### config.mk
export PLATFORM = sky130hd
export DESIGN_NAME = fc_seq
export DESIGN_NICKNAME = d
export VERILOG_FILES = /design/src/rtl/fc_seq.sv
export SDC_FILE = /design/constraint.sdc
export NUM_CORES = 2
export LEC_CHECK = 0
export CAP_MARGIN = 25
export CELL_PAD_IN_SITES_DETAIL_PLACEMENT = 1
export CELL_PAD_IN_SITES_GLOBAL_PLACEMENT = 2
export CORE_AREA = 2 2 339 207
export DETAILED_ROUTE_END_ITERATION = 12
export DIE_AREA = 0 0 341 209
export PLACE_DENSITY = 0.95
export SYNTH_ARGS = -nofsm -noshare
export SYNTH_HDL_FRONTEND = slang
export SYNTH_SLANG_ARGS = --single-unit
### constraint.sdc
create_clock -name clk -period 10.69 [get_ports clk]
set_clock_uncertainty 0.2 [all_clocks]
set_input_delay 1.6035 -clock clk [delete_from_list [all_inputs] [get_ports clk]]
set_output_delay 1.6035 -clock clk [all_outputs]
set_load 0.05 [all_outputs]
### src/rtl/fc_seq.sv
// fc_seq: sequencer + 3-neuron multiply-accumulate controller for the fully-connected layer.
// Latency: last input accepted in cycle t -> out_valid high in cycle t+2.
// Backpressure: in_ready drops for the whole drain/present phase; results hold while out_ready=0.
//
// Ports:
//   clk, rst           clock, synchronous active-high reset
//   clr                synchronous abort of the vector in progress (discards any result)
//   in_valid/in_ready  input value handshake, in_data = signed normalized input
//   w_addr, w0..w2     synchronous weight ROM: address out, 3 weights back one cycle later
//   out_valid/ready    result handshake, out0..out2 = signed neuron sums
//   busy               a vector is partially consumed, draining, or being presented
module fc_seq #(
    parameter int IN_W   = 22,
    parameter int W_W    = 8,
    parameter int ACC_W  = 40,
    parameter int N_IN   = 16,
    parameter int ADDR_W = 4
) (
    input  logic                     clk,
    input  logic                     rst,
    input  logic                     clr,
    input  logic                     in_valid,
    output logic                     in_ready,
    input  logic signed [IN_W-1:0]   in_data,
    output logic        [ADDR_W-1:0] w_addr,
    input  logic signed [W_W-1:0]    w0,
    input  logic signed [W_W-1:0]    w1,
    input  logic signed [W_W-1:0]    w2,
    output logic                     out_valid,
    input  logic                     out_ready,
    output logic signed [ACC_W-1:0]  out0,
    output logic signed [ACC_W-1:0]  out1,
    output logic signed [ACC_W-1:0]  out2,
    output logic                     busy
);

    localparam int P_W = IN_W + W_W;
    localparam logic [ADDR_W-1:0] LAST_IDX = ADDR_W'(N_IN - 1);

    typedef enum logic [1:0] {
        S_RUN   = 2'd0,
        S_DRAIN = 2'd1,
        S_OUT   = 2'd2
    } state_t;

    // The three ROM weights travel together as one word.
    typedef struct packed {
        logic signed [W_W-1:0] w2;
        logic signed [W_W-1:0] w1;
        logic signed [W_W-1:0] w0;
    } wvec_t;

    state_t                  state;
    state_t                  state_nxt;
    logic [ADDR_W-1:0]       idx;
    logic signed [IN_W-1:0]  p_data;
    logic                    p_vld;
    logic signed [ACC_W-1:0] acc0;
    logic signed [ACC_W-1:0] acc1;
    logic signed [ACC_W-1:0] acc2;
    logic                    accept;
    logic                    idx_last;
    logic                    out_fire;
    wvec_t                   wv;
    logic signed [P_W-1:0]   prod0;
    logic signed [P_W-1:0]   prod1;
    logic signed [P_W-1:0]   prod2;

    assign wv = '{w2: w2, w1: w1, w0: w0};

    // Full-width signed products; the weights on the bus now belong to the
    // element captured in p_data last cycle (ROM is one cycle behind w_addr).
    assign prod0 = P_W'(p_data) * P_W'(wv.w0);
    assign prod1 = P_W'(p_data) * P_W'(wv.w1);
    assign prod2 = P_W'(p_data) * P_W'(wv.w2);

    assign in_ready = (state == S_RUN);
    assign accept   = in_valid && in_ready;
    assign idx_last = (idx == LAST_IDX);
    assign out_fire = out_valid && out_ready;

    // idx already points at the next element, so the ROM read for it is
    // issued as soon as the previous one is accepted.
    assign w_addr = idx;
    assign out0   = acc0;
    assign out1   = acc1;
    assign out2   = acc2;
    assign busy   = (idx != '0) || (state == S_DRAIN) || (state == S_OUT);

    // ------------------------------------------------------------------
    // FSM next-state
    // ------------------------------------------------------------------
    always_comb begin
        state_nxt = state;
        case (state)
            S_RUN: begin
                if (accept && idx_last) begin
                    state_nxt = S_DRAIN;
                end
            end
            S_DRAIN: begin
                // Final product is folded into the sums during this cycle.
                state_nxt = S_OUT;
            end
            S_OUT: begin
                if (out_fire) begin
                    state_nxt = S_RUN;
                end
            end
            default: begin
                state_nxt = S_RUN;
            end
        endcase
        if (clr) begin
            state_nxt = S_RUN;
        end
    end

    always_ff @(posedge clk) begin
        if (rst) begin
            state <= S_RUN;
        end else begin
            state <= state_nxt;
        end
    end

    // ------------------------------------------------------------------
    // Input capture / index counter
    // ------------------------------------------------------------------
    always_ff @(posedge clk) begin
        if (rst || clr) begin
            idx    <= '0;
            p_vld  <= 1'b0;
            p_data <= '0;
        end else begin
            p_vld <= accept;
            if (accept) begin
                p_data <= in_data;
                if (idx_last) begin
                    idx <= '0;
                end else begin
                    idx <= idx + 1'b1;
                end
            end
        end
    end

    // ------------------------------------------------------------------
    // Accumulators and result handshake
    // ------------------------------------------------------------------
    // p_vld is never set while a result is presented, so clearing on
    // handshake cannot collide with a pending MAC.
    always_ff @(posedge clk) begin
        if (rst || clr) begin
            acc0      <= '0;
            acc1      <= '0;
            acc2      <= '0;
            out_valid <= 1'b0;
        end else begin
            if (out_fire) begin
                acc0 <= '0;
                acc1 <= '0;
                acc2 <= '0;
            end else if (p_vld) begin
                // Sign-extend each product; sums wrap modulo 2^ACC_W.
                acc0 <= acc0 + ACC_W'(prod0);
                acc1 <= acc1 + ACC_W'(prod1);
                acc2 <= acc2 + ACC_W'(prod2);
            end

            if (state == S_DRAIN) begin
                out_valid <= 1'b1;
            end else if (out_fire) begin
                out_valid <= 1'b0;
            end
        end
    end

endmodule

==> metrics.md <==
| Metric | Value |
|---|---|
| Critical path's most frequent cell | `fa_1` |
| Post-Synthesis Cells | `about 3100` |
| CP Launch Point | `w1[1]` |
| Worst setup EP type | `flip-flop` |
| Hold Path Class | `reg2reg` |
| Syn nets | `between 4000 and 5000` |
| Crit-path slowest cell | `clkdlybuf4s50_1` |
| Drt drc | `0` |
| Hold_ws | `~260 ps` |
| R2r endpoint | `out2[37]` |
| Num CTS Buffers | `17` |
| Critical Path AT | `roughly 8300 ps` |
| Sink Count | `150` |
| Global-route wire length before repair | `between 100000 and 150000 um` |
| Setup bufs post-CTS | `0` |
| Latest clock arrival within the worst-skew pair | `~520 ps` |
| Initial core utilization | `between 40% and 50%` |
| Post-CTS sizing | `0` |
| #FFs+latches synth | `150` |
| Critical-path cell list | `clkdlybuf4s50_1, and2_1, fa_1, inv_1, fa_1, inv_1, fa_1, fa_1, ha_1, ha_1, a21oi_1, o21ai_0, nor3_1, nand3_1, nand3_1, a21oi_1, o41ai_1, nor2_1, mux2i_1, o21ai_0` |
| Core Rows | `75` |
| Worst Hold Path EP | `p_data[5]` |
| Clk slew on worst S/H paths | `approximately 70 ps` |
| Max Cap Viol | `0` |
| Vias in the first global route | `24600` |
| Worst Tran Pin Value | `just over 1000 ps` |
| Critical path class | `in2reg` |
| Detailed placement HPWL | `66200 um` |
| Power Dens Cells | `between 80 and 90 nW/um2` |
| CP Data Required Time | `10880 ps` |
| Hold buffers post-CTS | `0` |
| Avg Cell Area, Syn | `~9.5 um2` |
| Vias per cell | `5.27` |
| Max Slew Vio Count | `0` |
| Final Cycle Share | `about three quarters` |
| Most frequent cells in the layout | `fa_1, inv_1, and2_1` |
| DR pass1 iterations | `5` |
| Final setup TNS | `0 ps` |
| Ys Warns | `0` |
| Initial antenna violation count | `3` |
| Clk buf depth | `2` |
| Post-synthesis sequential area ratio | `10.1%` |
| Filler cells | `between 7000 and 8000` |
| Crit start category | `primary input` |
| Cells after DPL | `a little over 4000` |
| Hold Crit Start | `p_data[5]` |
| GRT overflow | `0` |
| TritonCTS clock tree | `built` |
| Rel. slew slack | `between 30 and 40%` |
| Peak VDD IR | `0.141 mV` |
| Layout cells sized above 1 | `3.24%` |
| Number of I/O pins | `approximately 180` |
| Ys flop type | `dfxtp_1` |
| RSZ-0062 raised after global routing | `no` |
| R2r worst-path depth | `19` |
| Synth-to-Final Area Change | `11.7%` |
| Port buffer count | `around 180` |
| Avg WL per Cell | `19.7 um` |
| FFs w/ async S/R, synth | `0%` |
| CTS H-tree lvls | `4` |
| Commonest non-fill, non-tap cell in the layout | `fa_1` |
| Reg2reg start | `p_data[3]` |
| Minimum clock period | `between 8000 and 9000 ps` |
| Core area | `68600 um2` |
| Crit Path Max Fanout | `18` |
| Final Setup Violations | `0` |
| Number of routed nets with antenna violations | `0` |
| Synth unique cells | `between 60 and 70` |
| Final nets | `4164` |
| Cell area after synthesis | `slightly below 30000 um2` |
| CP max stage delay | `~930 ps` |
| Status | `completed` |
| Final wirelength | `82100 um` |
| EDFF count, synth | `0` |
| Hold depth | `2` |
| Die Y | `209 um` |
| Internal reg-to-reg setup slack | `roughly 4000 ps` |
| Fmax | `approximately 0.12 GHz` |
| Die area | `~71000 um2` |
| CTS Root Cell | `clkbuf_16` |
| Die X | `approximately 340 um` |
| 1st-iter DRT viols | `roughly 1000` |
| Largest net degree at the start of global routing | `59` |
| RePlAce Congestion | `approximately 0.86` |
| Vias after detailed routing | `about 22000` |
| Post-route non-filler standard cell count | `4163` |
| Final Hold Fails | `0` |
| Pleak | `roughly 16 nW` |
| Total track usage | `between 20% and 30%` |
-- through the flow --
stage | total power [W] | cell area, um2 | setup WS, ps | util [%]
2_1_floorplan | 0.00186 | 29800 | 3580 | -
3_3_place_gp | 0.00223 | 32500 | 2390 | 47.3
3_5_place_dp | 0.00230 | 32500 | 2130 | 47.4
4_1_cts | 0.00303 | 33200 | 2710 | 48.4
5_1_grt | 0.00327 | 33300 | 2250 | 48.5
6_report | 0.00299 | 33300 | 2640 | 48.5
-- worst max-delay path by stage --
stage	endpoint	slack (ps)
after floorplan	out1[36]	3580
after global placement	out1[39]	2390
after detailed placement	out1[39]	2130
after CTS	out1[39]	2710
after global routing	out1[39]	2250
final	out1[39]	2640
-- worst max-delay path, delay by kind of cell --
family	cells	cell delay, ps
buffers and inverters	3	1130
adder cells (fa/ha/maj)	6	2510
AND/OR/NAND/NOR	5	1550
AO/OA/AOI/OAI	5	1260
multiplexers	1	160
-- area by class of cell --
type	count	area (um2)	share of cell area [%]
clock inverter	10	144	0.432
clock buffer	22	484	1.45
tap	924	1160	3.47
timing repair buffer	224	2240	6.74
inverter	442	1660	4.98
multi-input combinational	2388	24600	73.9
sequential	150	3010	9.03
antenna	3	7.51	0.0226
-- report_power, final --
group          switching [W]  internal [W]
clock network       0.000294      0.000391
logic                0.00101      0.000700
registers          0.0000218      0.000575
total                0.00133       0.00167
-- metal layers --
metal | share of wire [%] | routed length, um | track usage (%)
met5 | 0 | 0 | 0
met3 | 3.4 | 2760 | 3.56
met2 | 47 | 39000 | 39.7
met4 | 1.5 | 1250 | 5.79
met1 | 48 | 39100 | 34.9
-- synthesized netlist by cell type (all sizes together) (8+ instances only) --
cell type / number / area [um2]
inv: 442 / 1660
a21oi: 140 / 712
o21bai: 16 / 120
a211oi: 18 / 135
nand4: 12 / 75.1
ha: 260 / 3250
mux2i: 71 / 711
a21o: 58 / 435
nand2: 284 / 1070
and4: 8 / 72.6
o22ai: 8 / 50.1
and2: 305 / 1910
nor2: 216 / 811
xnor2: 72 / 631
and3: 10 / 62.6
o21a: 13 / 97.6
dfxtp: 150 / 3000
o21ai: 77 / 408
clkbuf: 137 / 515
or3: 10 / 62.6
nor2b: 11 / 68.8
nand2b: 16 / 100
nor3: 19 / 95.1
xor2: 36 / 315
fa: 630 / 12600
nand3: 28 / 140
-- registers in the layout (all words and copies together), names as in the netlist --
name	flops
out0	40
out1	40
out2	40
p_data	22
w_addr	4
state	2
out_valid	1
p_vld	1
-- cell families after synthesis --
group | synth area share, %
AOI/OAI and AO/OA | 8.25
muxes | 2.39
and+or+nand+nor | 15.4
buffers and inverters | 7.42
DFF | 10.1
adders and majority gates | 53.3
xor gates and xnor gates | 3.18
No activity file was read; power rests on OpenSTA's default activity.
